File: src/rtl/test_harness_i2c_line_filter.sv
// Synchronizes an asynchronous I2C line, rejects pulses shorter than DEB_LEN
// clocks and flags the accepted rising/falling transitions for one cycle.
module i2c_line_filter #(
  parameter int unsigned DEB_LEN = 3
) (
  input  logic clk,
  input  logic rst,
  input  logic line_in,
  output logic level,
  output logic rise,
  output logic fall
);

  localparam int unsigned    CW      = (DEB_LEN > 1) ? $clog2(DEB_LEN) : 1;
  localparam logic [CW-1:0]  CNT_MAX = CW'(DEB_LEN - 1);
  localparam logic [CW-1:0]  CNT_ONE = CW'(1);

  logic [1:0]    sync;
  logic [CW-1:0] cnt;

  // A new level is accepted only after DEB_LEN consecutive differing samples
  always_ff @(posedge clk) begin
    if (rst) begin
      sync  <= 2'b11;
      cnt   <= '0;
      level <= 1'b1;
      rise  <= 1'b0;
      fall  <= 1'b0;
    end else begin
      sync <= {sync[0], line_in};
      rise <= 1'b0;
      fall <= 1'b0;
      if (sync[1] == level) begin
        cnt <= '0;
      end else if (cnt == CNT_MAX) begin
        cnt   <= '0;
        level <= sync[1];
        rise  <= sync[1];
        fall  <= ~sync[1];
      end else begin
        cnt <= cnt + CNT_ONE;
      end
    end
  end

endmodule

File: config.mk
export PLATFORM = sky130hd
export DESIGN_NAME = i2c_line_filter
export DESIGN_NICKNAME = d
export VERILOG_FILES = /design/src/rtl/test_harness_i2c_line_filter.sv
export SDC_FILE = /design/constraint.sdc
export NUM_CORES = 1
export LEC_CHECK = 0
export BUFFER_PORTS_ARGS = -buffer_cell sky130_fd_sc_hd__buf_4
export CAP_MARGIN = 20
export CORE_AREA = 5 5 42 44
export DETAILED_ROUTE_END_ITERATION = 10
export DIE_AREA = 0 0 47 49
export PLACE_DENSITY = 0.41
export SKIP_LAST_GASP = 1
export SLEW_MARGIN = 10
export SYNTH_ARGS = -nofsm -noshare
export SYNTH_HDL_FRONTEND = slang
export SYNTH_SLANG_ARGS = --single-unit
File: constraint.sdc
create_clock -name clk -period 1.47 [get_ports clk]
set_input_delay 0.2205 -clock clk [delete_from_list [all_inputs] [get_ports clk]]
set_output_delay 0.2205 -clock clk [all_outputs]
set_load 0.005 [all_outputs]
### Word level (Yosys, flattened, before mapping)

Index checks and enable logic that the tools add are counted.

| storage, ports and cells | value |
|---|---|
| bits in registers | 7 |
| latch bits | 0 |
| RAM bits | 0 |
| memory bits (read-only) | 0 |
| output and inout bits | 3 |
| memories | 0 |

| cells by class | value |
|---|---|
| $add $sub $neg | 1 |
| multipliers | 0 |
| divide/modulo/power cells | 0 |
| magnitude comparators | 0 |
| eq/ne operators | 2 |
| shift-type cells | 0 |
| mux-type cells | 0 |
| bitwise logic cells | 3 |
| reduce and logical (&&, ||, !) cells | 3 |

Operator list:

| cell | number |
|---|---|
| $reduce_or A3 Y1 | 2 |
| $not A1 Y1 | 3 |
| $add A2 B1 Y2 const B | 1 |
| $eq A2 B2 Y1 const B | 1 |
| $reduce_and A2 Y1 | 1 |
| $eq A1 B1 Y1 | 1 |

### Depth between registers and ports, before layout

Gate-level depths: netlist of the first run.

| logic depth | value |
|---|---|
| depth in word-level cells | 3 |
| gate-level depth with buffers | 4 |
| mapped depth without buffers | 4 |

### Least setup slack after synthesis of the first run

Ideal clock, no wire load.

| path | value |
|---|---|
| path kind | reg-to-reg |
| start point | register cnt[0] |
| end point | register level |
| setup time | 0.120 ns |
| arrival | 0.892 ns |
| data required time | 1.350 ns |
| setup slack | 0.457 ns |
| stages on the path, launching flop included | 4 |
| clock period less this slack | 1.013 ns |
| path through | dfxtp_1 -> inv_1 -> ha_1 -> a211o_2 |

| on the way | value |
|---|---|
| cells in the longest elaborated chain, start to end | 2 |

Ends and longest elaborated chain:

| what | RTL line | source |
|---|---|---|
| from (decl) | 19 | `logic [CW-1:0] cnt;` |
| from (signal assigned) | 41 | `cnt <= cnt + CNT_ONE;` |
| $eq A2 B2 Y1 | 35 | `end else if (cnt == CNT_MAX) begin` |
| $reduce_and A2 Y1 (no source line) | n/a |  |
| to (signal assigned) | 37 | `level <= sync[1];` |
| to (decl) | 9 | `output logic level,` |

Every way passes these cells.
A chain may end at the register's enable or synchronous reset.

### Final worst setup path of the first run

Ends and elaborated chain as after synthesis.

==> out/summary.log, run 1 <==
qor: power.largest_voltage_drop_on_the_vdd_net 251.4 µV
qor: sta.totalNegativeSetupSlack 0 ns
qor: cts.cts_tree yes
qor: logic_synthesis.synthCells 18
qor: global_route.grt_pass1_wl 676 µm
qor: sta.layout_worst_path_cycle_share 73.25%
qor: sta.fmax 928.7 MHz
qor: global_route.grt_start_max_net_pins 8
qor: routing.drt-vias-per-instance 3.884
qor: logic_synthesis.main_combinational_cell_family_by_area_after_synthesis simple AND/OR/NAND/NOR gates
qor: floorplanning.std_cell_rows 14
qor: logic_synthesis.syn_area_per_cell 12.86 µm²
qor: critical_path.cp_peak_stage_delay 0.34 ns
qor: power.power.leakage 0.1246 nW
qor: sta.setup_viol 0
qor: logic_synthesis.yosysTopAreaCell sky130_fd_sc_hd__dfxtp_1
qor: min_path.worstHoldStart line_in
qor: placed_design.globalplace.congestion 0.6652
qor: critical_path.cp_cell_sequence inv_1 > ha_1 > a211o_2
qor: sta.max_slew_margin 87.41%
qor: cts.clk_pin_slew 0.06 ns
qor: logic_synthesis.synth-seq-cells 7
qor: cts.cts-htree-levels 1
qor: sta.clock_period_minus_worst_slack 1.077 ns
qor: floorplanning.die_width 47 µm
qor: global_route.first_global_vias 187
qor: layout.final_layout_fill_cell_count 164
qor: layout.diodes 0
qor: sta.finalMaxSlewViolations 0
qor: critical_path.setup.worst_path.start_class flip-flop
qor: cts.post_cts_repair_resize_count 0
qor: logic_synthesis.synth_top_flop_cell sky130_fd_sc_hd__dfxtp_1
qor: floorplanning.num_io_pins 6
qor: critical_path.crit_end_element flip-flop
qor: min_path.worstHoldPathCells 2
qor: cts.max-clock-path-buffers 2
qor: sta.grt_setup_unrepaired false
qor: critical_path.worst_r2r_startpoint cnt[0]$_SDFF_PP0_
qor: logic_synthesis.synth_nets 22
qor: logic_synthesis.synth_mux_area_share 0%
qor: cts.worstSkewPairLatency 0.25 ns
qor: run.drv_cap 0
qor: logic_synthesis.synth_edf_count 0
qor: logic_synthesis.async_flop_share 0%
qor: critical_path.crit_path_max_fanout 6
qor: sta.finalHoldWorstSlack 0.1478 ns
qor: routing.avgRoutedWirePerCell 8.791 µm
qor: logic_synthesis.synthAdderAreaFrac 5.405%
qor: routing.drc_errors 0
qor: logic_synthesis.area_fraction_of_the_dominant_cell_type_after_synthesis 60.54%
qor: placed_design.placement.io_buffers 5
qor: sta.timing.final.ws_setup 0.3932 ns
qor: sta.fin_worst_skew 0.005199 ns
qor: power.post-layout-total-power 385.8 µW
qor: logic_synthesis.synth_seq_area_share 60.54%
qor: placed_design.minimum_setup_slack_after_placement 0.4036 ns
qor: critical_path.crit-reg2reg-capture level$_SDFFE_PP1P_
qor: floorplanning.core_region_area 1401 µm²
qor: run_status.outcome completed
qor: critical_path.r2r_slack 0.39 ns
qor: logic_synthesis.post_synth_num_cell_types 9
qor: cts.number_of_hold_buffers_added_after_cts 0
qor: global_route.global_route.overflow_total 0
qor: global_route.globalRouteTotalUtil 4.375%
qor: logic_synthesis.synth.cells.most_frequent sky130_fd_sc_hd__dfxtp_1 (7), sky130_fd_sc_hd__and4bb_2 (2), sky130_fd_sc_hd__nor4_1 (2), sky130_fd_sc_hd__or2_2 (2)
qor: layout.stdcell_area 315.3 µm²
qor: placed_design.detailed_place.area 289.0 µm²
qor: logic_synthesis.post_synth_main_area_contributors sky130_fd_sc_hd__dfxtp_1 (61%), sky130_fd_sc_hd__and4bb_2 (11%), sky130_fd_sc_hd__ha_1 (5.4%), sky130_fd_sc_hd__nor4_1 (5.4%), sky130_fd_sc_hd__or2_2 (5.4%)
qor: layout.final_layout_size_suffix_gt1_share 48.15%
qor: logic_synthesis.share_of_the_synthesized_area_in_compound_gates_ao_oa_aoi_oai 4.324%
qor: routing.antenna_left 0
qor: min_path.min_to sync[0]$_SDFF_PP1_
qor: critical_path.slowest_stage sky130_fd_sc_hd__a211o_2
qor: logic_synthesis.yosysWarningCount 0
qor: global_route.antenna_found_initial 0
qor: routing.vias 167
qor: logic_synthesis.synth_xor_xnor_area_share 3.784%
qor: critical_path.criticalPathCategory reg2reg
qor: critical_path.timing.critical_path.buf_inv 1
qor: min_path.worst_hold_path_type in2reg
qor: floorplanning.fp.dieH 49 µm
qor: cts.cts_made_buffers 3
qor: layout.final_cell_count_no_fill 43
qor: sta.tightest_slew 0.1872 ns
qor: cts.cts.sink_count 7
qor: layout.growth_of_design_area_from_synthesis_to_finish 36.22%
qor: layout.utilization 22.50%
qor: critical_path.rr_worst_depth 3
qor: routing.drt-initial-drc-count 3
qor: logic_synthesis.synth_simple_gate_area_share 24.32%
qor: sta.report.final.hold_viol_count 0
qor: logic_synthesis.yosys.cell_count.top_type sky130_fd_sc_hd__dfxtp_1
qor: routing.routed_wirelength 378 µm
qor: floorplanning.start_util 16.52%
qor: floorplanning.die_area 2303 µm²
qor: logic_synthesis.syn_area 231.5 µm²
qor: layout.finish.net_count 32
qor: critical_path.worst_ep_required_time 1.61 ns
qor: placed_design.placedCellCount 39
qor: power.cellPowerDensity 1224 nW/µm²
qor: critical_path.critical_path_arrival 1.22 ns
qor: critical_path.cpLargestDelayFamily compound AO/OA/AOI/OAI gates
qor: cts.ctsRootBufferMaster sky130_fd_sc_hd__clkbuf_4
qor: cts.post_cts.repair.setup_buffers 0
qor: placed_design.dpl.hpwl 276.1 µm
qor: routing.drt-pass1-iter-count 3
## cell usage in the layout, fill, tap and decap left out
master / n
sky130_fd_sc_hd__a211o_2: 1
sky130_fd_sc_hd__nor4_1: 2
sky130_fd_sc_hd__xnor2_1: 1
sky130_fd_sc_hd__ha_1: 1
sky130_fd_sc_hd__clkbuf_1: 1
sky130_fd_sc_hd__buf_4: 5
sky130_fd_sc_hd__and4bb_2: 2
sky130_fd_sc_hd__inv_1: 1
sky130_fd_sc_hd__nor2b_1: 1
sky130_fd_sc_hd__dfxtp_1: 7
sky130_fd_sc_hd__clkbuf_4: 3
sky130_fd_sc_hd__or2_2: 2
## per-layer routing
metal | part of all wire, % | wire, µm | vias to the layer above | GRT usage [%]
li1 | - | - | 82 | -
met1 | 39 | 148 | 75 | 4.425
met2 | 44 | 167 | 7 | 5.656
met3 | 9.0 | 34 | 3 | 1.845
met4 | 7.1 | 27 | 0 | 5.530
met5 | 0 | 0 | - | 0
## registers in the layout, summed over array words and instances, names as in the netlist
signal  cells
cnt         2
rise        1
sync        2
fall        1
level       1
## worst max path at each step
| stage | endpoint | depth (start not counted) | slack [ns] | from |
|---|---|---|---|---|
| 6_report | level$_SDFFE_PP1P_ | 3 | 0.39 | cnt[0]$_SDFF_PP0_ |
| 5_1_grt | level$_SDFFE_PP1P_ | 3 | 0.33 | cnt[0]$_SDFF_PP0_ |
| 4_1_cts | level$_SDFFE_PP1P_ | 3 | 0.39 | cnt[0]$_SDFF_PP0_ |
| 3_5_place_dp | level$_SDFFE_PP1P_ | 3 | 0.40 | cnt[0]$_SDFF_PP0_ |
| 3_3_place_gp | level$_SDFFE_PP1P_ | 3 | 0.42 | cnt[0]$_SDFF_PP0_ |
| 2_1_floorplan | level$_SDFFE_PP1P_ | 3 | 0.46 | cnt[0]$_SDFF_PP0_ |
## cells by family after synthesis
logic type	after synthesis
adder cells (fa/ha/maj)	1
XOR/XNOR	1
flip-flops	7
buffers and inverters	1
AO/OA/AOI/OAI	1
AND/OR/NAND/NOR	7
## where the power goes
part / total [mW] / switching [mW] / internal [mW]
Clock: 0.178 / 0.0743 / 0.104
Combinational: 0.0122 / 0.00457 / 0.00767
Sequential: 0.195 / 0.00191 / 0.194
## area by class of cell
type,count,area (µm²),area share (%)
tap,16,20.02,6.349
timing repair buffer,5,37.54,11.90
inverter,1,3.754,1.190
sequential,7,140.1,44.44
multi-input combinational,10,87.58,27.78
clock buffer,4,26.28,8.333
Note: power is estimated with default switching activity, not from simulation.
==> run 2, diff against run 1 <==
clock period = 1 ns   (was 1.47 ns; I/O delays follow)
==> out/summary.log, run 2 (same netlist as run 1, synthesis figures left out) <==
qor: run_status.outcome completed [unchanged]
qor: global_route.globalRouteTotalUtil 4.785% [was 4.375%]
qor: sta.totalNegativeSetupSlack 0 ns [unchanged]
qor: cts.ctsRootBufferMaster sky130_fd_sc_hd__clkbuf_4 [unchanged]
qor: critical_path.worst_ep_required_time 1.14 ns [was 1.61 ns]
qor: floorplanning.core_region_area 1401 µm² [unchanged]
qor: critical_path.crit_end_element flip-flop [unchanged]
qor: floorplanning.die_width 47 µm [unchanged]
qor: routing.highest-signal-layer met4 [unchanged]
qor: min_path.worst_hold_path_type in2reg [unchanged]
qor: floorplanning.num_io_pins 6 [unchanged]
qor: min_path.min_to sync[0]$_SDFF_PP1_ [unchanged]
qor: power.cellPowerDensity 1657 nW/µm² [was 1224 nW/µm²]
qor: critical_path.r2r_slack 0.03 ns [was 0.39 ns]
qor: global_route.antenna_found_initial 0 [unchanged]
qor: routing.drc_errors 0 [unchanged]
qor: critical_path.crit-reg2reg-capture level$_SDFFE_PP1P_ [unchanged]
qor: routing.antenna_left 0 [unchanged]
qor: critical_path.setup.worst_path.start_class flip-flop [unchanged]
qor: sta.clock_period_minus_worst_slack 0.9744 ns [was 1.077 ns]
qor: floorplanning.fp.dieH 49 µm [unchanged]
qor: sta.setup_viol 0 [unchanged]
qor: layout.stdcell_area 336.6 µm² [was 315.3 µm²]
qor: placed_design.globalplace.congestion 0.7337 [was 0.6652]
qor: placed_design.detailed_place.area 291.5 µm² [was 289.0 µm²]
qor: layout.biggestRegsByFlops cnt (2), sync (2) [unchanged]
qor: layout.finish.net_count 33 [was 32]
qor: critical_path.rr_worst_depth 3 [unchanged]
qor: layout.diodes 0 [unchanged]
qor: critical_path.crit_path_max_fanout 6 [unchanged]
qor: floorplanning.start_util 16.52% [unchanged]
qor: routing.m1WireLength 162 µm [was 148 µm]
qor: layout.final_layout_fill_cell_count 158 [was 164]
qor: cts.cts_tree yes [unchanged]
qor: routing.detailroute.wirelength.met3 27 µm [was 34 µm]
qor: min_path.worstHoldPathCells 2 [unchanged]
qor: placed_design.dpl.hpwl 285.9 µm [was 276.1 µm]
qor: layout.multi_input_area 100.1 µm² [was 87.58 µm²]
qor: sta.max_slew_margin 86.09% [was 87.41%]
qor: routing.met2_length 171 µm [was 167 µm]
qor: sta.layout_worst_path_cycle_share 97.44% [was 73.25%]
qor: cts.max-clock-path-buffers 2 [unchanged]
qor: layout.area.sequential 141.4 µm² [was 140.1 µm²]
qor: layout.growth_of_design_area_from_synthesis_to_finish 45.41% [was 36.22%]
qor: routing.routed_wirelength 396 µm [was 378 µm]
qor: routing.drt-initial-drc-count 4 [was 3]
qor: global_route.grt_start_max_net_pins 8 [unchanged]
qor: cts.number_of_hold_buffers_added_after_cts 0 [unchanged]
qor: floorplanning.die_area 2303 µm² [unchanged]
qor: global_route.first_global_vias 174 [was 187]
qor: sta.tightest_slew 0.2067 ns [was 0.1872 ns]
qor: cts.cts_made_buffers 3 [unchanged]
qor: sta.fin_worst_skew 0.001343 ns [was 0.005199 ns]
qor: cts.clk_pin_slew 0.05 ns [was 0.06 ns]
qor: layout.final_layout_size_suffix_gt1_share 57.14% [was 48.15%]
qor: layout.most_frequent_cells_in_the_layout sky130_fd_sc_hd__dfxtp_1 (6), sky130_fd_sc_hd__buf_4 (6), sky130_fd_sc_hd__clkbuf_4 (3) [was sky130_fd_sc_hd__dfxtp_1 (7), sky130_fd_sc_hd__buf_4 (5), sky130_fd_sc_hd__clkbuf_4 (3)]
qor: cts.cts-htree-levels 1 [unchanged]
qor: power.power.leakage 0.1311 nW [was 0.1246 nW]
qor: run.drv_cap 0 [unchanged]
qor: sta.report.final.hold_viol_count 0 [unchanged]
qor: routing.avgRoutedWirePerCell 9.000 µm [was 8.791 µm]
qor: layout.utilization 24.02% [was 22.50%]
qor: global_route.grt_pass1_wl 641 µm [was 676 µm]
qor: routing.drt-vias-per-instance 3.864 [was 3.884]
qor: routing.drt-pass1-iter-count 2 [was 3]
qor: floorplanning.std_cell_rows 14 [unchanged]
qor: min_path.worstHoldStart line_in [unchanged]
qor: critical_path.critical_path_arrival 1.11 ns [was 1.22 ns]
qor: global_route.global_route.overflow_total 0 [unchanged]
qor: sta.grt_setup_unrepaired false [unchanged]
qor: placed_design.placement.io_buffers 5 [unchanged]
qor: cts.cts.sink_count 7 [unchanged]
qor: routing.vias 170 [was 167]
qor: critical_path.worst_r2r_startpoint cnt[0]$_SDFF_PP0_ [unchanged]
qor: critical_path.criticalPathCategory reg2reg [unchanged]
qor: sta.fmax 1026 MHz [was 928.7 MHz]
qor: power.largest_voltage_drop_on_the_vdd_net 539.9 µV [was 251.4 µV]
qor: cts.worstSkewPairLatency 0.25 ns [about the same]
qor: sta.finalMaxSlewViolations 0 [unchanged]
-- run 2: timing repair --
action	4_1_cts	5_1_grt
endpoints found under the setup margin	1	2
pin swaps	1	0
gates resized for setup	1	1
cloned	0	0
setup buffers	0	1
-- run 2: critical path, cell delays in order, from the launching register on --
cell and delay, ns:
sky130_fd_sc_hd__dfxtp_2 0.32, sky130_fd_sc_hd__inv_1 0.06, sky130_fd_sc_hd__ha_4 0.17, sky130_fd_sc_hd__a211o_2 0.32
-- run 2: layout make-up --
cell class / instances / area share (%)
clock buffer: 4 / 7.807
inverter: 1 / 1.115
tap: 16 / 5.948
sequential: 7 / 42.01
timing repair buffer: 6 / 13.38
multi-input combinational: 10 / 29.74
-- run 2: metrics by stage --
stage,cells,worst slack (ns),hold slack [ns],power [mW]
6_report,44,0.02562,0.08667,0.5577
5_1_grt,44,0.003832,0.08000,0.5926
4_1_cts,43,0.005866,0.07985,0.5687
3_5_place_dp,39,-0.005912,0.3414,0.3118
3_3_place_gp,39,0.01121,0.3359,0.3110
2_1_floorplan,18,0.02921,0.2271,0.3009
-- run 2: worst max-delay path by stage --
stage / from / to / slack (ns) / cells past startpoint
2_1_floorplan: cnt[0]$_SDFF_PP0_ / level$_SDFFE_PP1P_ / 0.03 / 3
3_3_place_gp: cnt[0]$_SDFF_PP0_ / level$_SDFFE_PP1P_ / 0.01 / 3
3_5_place_dp: cnt[0]$_SDFF_PP0_ / level$_SDFFE_PP1P_ / -0.006 / 3
4_1_cts: cnt[0]$_SDFF_PP0_ / level$_SDFFE_PP1P_ / 0.006 / 3
5_1_grt: cnt[0]$_SDFF_PP0_ / level$_SDFFE_PP1P_ / 0.004 / 3
6_report: cnt[0]$_SDFF_PP0_ / level$_SDFFE_PP1P_ / 0.03 / 3
-- run 2: report_power, final --
group	leakage [nW]	internal [mW]	total [mW]	switching, mW
sequential	0.0575	0.285	0.288	0.00319
combinational	0.0587	0.0130	0.0206	0.00755
clock	0.0150	0.152	0.249	0.0970
-- run 2: routing by layer --
| layer | GRT usage (%) | vias up |
|---|---|---|
| li1 | - | 84 |
| met1 | 3.947 | 76 |
| met2 | 5.204 | 6 |
| met3 | 3.321 | 4 |
| met4 | 8.295 | 0 |
| met5 | 0 | - |
==> run 3, diff against run 2 <==
REMOVE_ABC_BUFFERS = 1   (was unset)
SKIP_CTS_REPAIR_TIMING = 1   (was unset)
==> out/summary.log, run 3 (same netlist as run 1, synthesis figures left out) <==
qor: run_status.outcome completed [unchanged]
qor: critical_path.rr_worst_depth 3 [unchanged]
qor: sta.fin_worst_skew 0.002476 ns [was 0.001343 ns]
qor: layout.growth_of_design_area_from_synthesis_to_finish 45.41% [unchanged]
qor: placed_design.globalplace.congestion 0.7040 [was 0.7337]
qor: cts.cts_tree yes [unchanged]
qor: global_route.antenna_found_initial 0 [unchanged]
qor: power.largest_voltage_drop_on_the_vdd_net 576.3 µV [was 539.9 µV]
qor: layout.final_layout_size_suffix_gt1_share 60.71% [was 57.14%]
qor: sta.tightest_slew 0.2139 ns [was 0.2067 ns]
qor: floorplanning.std_cell_rows 14 [unchanged]
qor: global_route.global_route.overflow_total 0 [unchanged]
qor: cts.max-clock-path-buffers 2 [unchanged]
qor: routing.vias 163 [was 170]
qor: layout.biggestRegsByFlops cnt (2), sync (2) [unchanged]
qor: cts.clk_pin_slew 0.05 ns [about the same]
qor: critical_path.cp-endpoint level$_SDFFE_PP1P_ [unchanged]
qor: sta.fmax 1042 MHz [was 1026 MHz]
qor: routing.antenna_left 0 [unchanged]
qor: critical_path.worst_setup_path_startpoint cnt[0]$_SDFF_PP0_ [unchanged]
qor: layout.most_frequent_cells_in_the_layout sky130_fd_sc_hd__dfxtp_1 (6), sky130_fd_sc_hd__buf_4 (6), sky130_fd_sc_hd__clkbuf_4 (3) [unchanged]
qor: sta.totalNegativeSetupSlack 0 ns [unchanged]
qor: critical_path.critical_path_arrival 1.09 ns [was 1.11 ns]
qor: cts.worstSkewPairLatency 0.24 ns [was 0.25 ns]
qor: routing.drc_errors 0 [unchanged]
qor: routing.drt-pass1-iter-count 2 [unchanged]
qor: global_route.grt_pass1_wl 655 µm [was 641 µm]
qor: critical_path.critical_path_cell_count 3 [unchanged]
qor: routing.avgRoutedWirePerCell 8.909 µm [was 9.000 µm]
qor: global_route.globalRouteTotalUtil 4.369% [was 4.785%]
qor: cts.cts.sink_count 7 [unchanged]
qor: floorplanning.fp.dieH 49 µm [unchanged]
qor: placed_design.placement.io_buffers 5 [unchanged]
qor: sta.clock_period_minus_worst_slack 0.9596 ns [was 0.9744 ns]
qor: power.power.leakage 0.1313 nW [was 0.1311 nW]
qor: critical_path.cpLargestDelayFamily flip-flops [unchanged]
qor: min_path.worst_hold_path_type in2reg [unchanged]
qor: critical_path.crit_end_element flip-flop [unchanged]
qor: routing.drt-vias-per-instance 3.705 [was 3.864]
qor: layout.final_layout_fill_cell_count 158 [unchanged]
qor: floorplanning.die_area 2303 µm² [unchanged]
qor: critical_path.slowest_stage sky130_fd_sc_hd__dfxtp_2 [unchanged]
qor: sta.setup_viol 0 [unchanged]
qor: global_route.grt_start_max_net_pins 8 [unchanged]
qor: cts.cts_made_buffers 3 [unchanged]
qor: sta.grt_setup_unrepaired false [unchanged]
qor: critical_path.cp_peak_stage_delay 0.32 ns [about the same]
qor: layout.diodes 0 [unchanged]
qor: global_route.first_global_vias 169 [was 174]
qor: floorplanning.die_width 47 µm [unchanged]
qor: layout.finish.net_count 33 [unchanged]
qor: sta.layout_worst_path_cycle_share 95.96% [was 97.44%]
qor: routing.routed_wirelength 392 µm [was 396 µm]
qor: critical_path.crit_path_max_fanout 6 [unchanged]
qor: floorplanning.core_region_area 1401 µm² [unchanged]
qor: critical_path.cp_cell_sequence inv_2 > ha_4 > a211o_2 [was inv_1 > ha_4 > a211o_2]
qor: critical_path.crit-reg2reg-capture level$_SDFFE_PP1P_ [unchanged]
qor: floorplanning.num_io_pins 6 [unchanged]
qor: power.cellPowerDensity 1643 nW/µm² [was 1657 nW/µm²]
qor: critical_path.r2r_slack 0.04 ns [was 0.03 ns]
qor: cts.ctsRootBufferMaster sky130_fd_sc_hd__clkbuf_4 [unchanged]
qor: critical_path.worst_ep_required_time 1.13 ns [was 1.14 ns]
qor: sta.report.final.hold_viol_count 0 [unchanged]
qor: sta.max_slew_margin 85.61% [was 86.09%]
qor: critical_path.worst_r2r_startpoint cnt[0]$_SDFF_PP0_ [unchanged]
qor: min_path.worstHoldPathCells 2 [unchanged]
qor: cts.cts-htree-levels 1 [unchanged]
qor: placed_design.dpl.hpwl 286.1 µm [was 285.9 µm]
qor: sta.finalMaxSlewViolations 0 [unchanged]
qor: critical_path.timing.critical_path.buf_inv 1 [unchanged]
qor: run.drv_cap 0 [unchanged]
qor: power.post-layout-total-power 553.1 µW [was 557.7 µW]
qor: floorplanning.start_util 16.52% [unchanged]
qor: sta.finalHoldWorstSlack 0.09520 ns [was 0.08667 ns]
qor: routing.drt-initial-drc-count 1 [was 4]
qor: critical_path.criticalPathCategory reg2reg [unchanged]
qor: critical_path.setup.worst_path.start_class flip-flop [unchanged]
==> run 3: cell counts in the layout (fill, tap and decap cells not counted) <==
Identical to the previous run, type by type.
==> run 3: how the worst min path moves through the flow <==
stage / slack, ns / from / end
final: 0.1 / line_in / sync[0]$_SDFF_PP1_
after global routing: 0.09 / line_in / sync[0]$_SDFF_PP1_
after floorplan: 0.23 / rst / cnt[1]$_SDFF_PP0_
after global placement: 0.34 / line_in / sync[0]$_SDFF_PP1_
after detailed placement: 0.34 / line_in / sync[0]$_SDFF_PP1_
after CTS: 0.08 / line_in / sync[0]$_SDFF_PP1_
==> run 3: final cells by class <==
class                   instances  area [µm²]  share of cell area (%)
flip-flops and latches          7       141.4                   42.01
inverters                       1       3.754                   1.115
clock buffers                   4       26.28                   7.807
repair buffers                  6       45.04                   13.38
well taps                      16       20.02                   5.948
multi-input cells              10       100.1                   29.74
==> run 3: power by group <==
part | switching [mW] | internal (mW)
sequential | 0.00318 | 0.285
clock | 0.0926 | 0.152
combinational | 0.00743 | 0.0131
total | 0.103 | 0.450
==> run 3: layer usage <==
metal,track usage [%],share of wire (%),wire length (µm),vias to the layer above
met4,5.530,0,0,0
met2,5.882,48,190,4
met3,2.214,6.1,24,0
li1,-,-,-,83
met1,3.965,45,177,76
met5,0,0,0,-
==> run 3: through the flow <==
step                      setup WS [ns]  instance area (µm²)  util [%]  cells
after CTS                      -0.06255                322.8     23.04     44
after global routing           0.002473                336.6     24.02     44
after detailed placement       -0.05000                296.5     21.16     40
after floorplan                -0.01266                231.5         -     18
final                           0.04043                336.6     24.02     44
after global placement         -0.03134                296.5     21.16     40
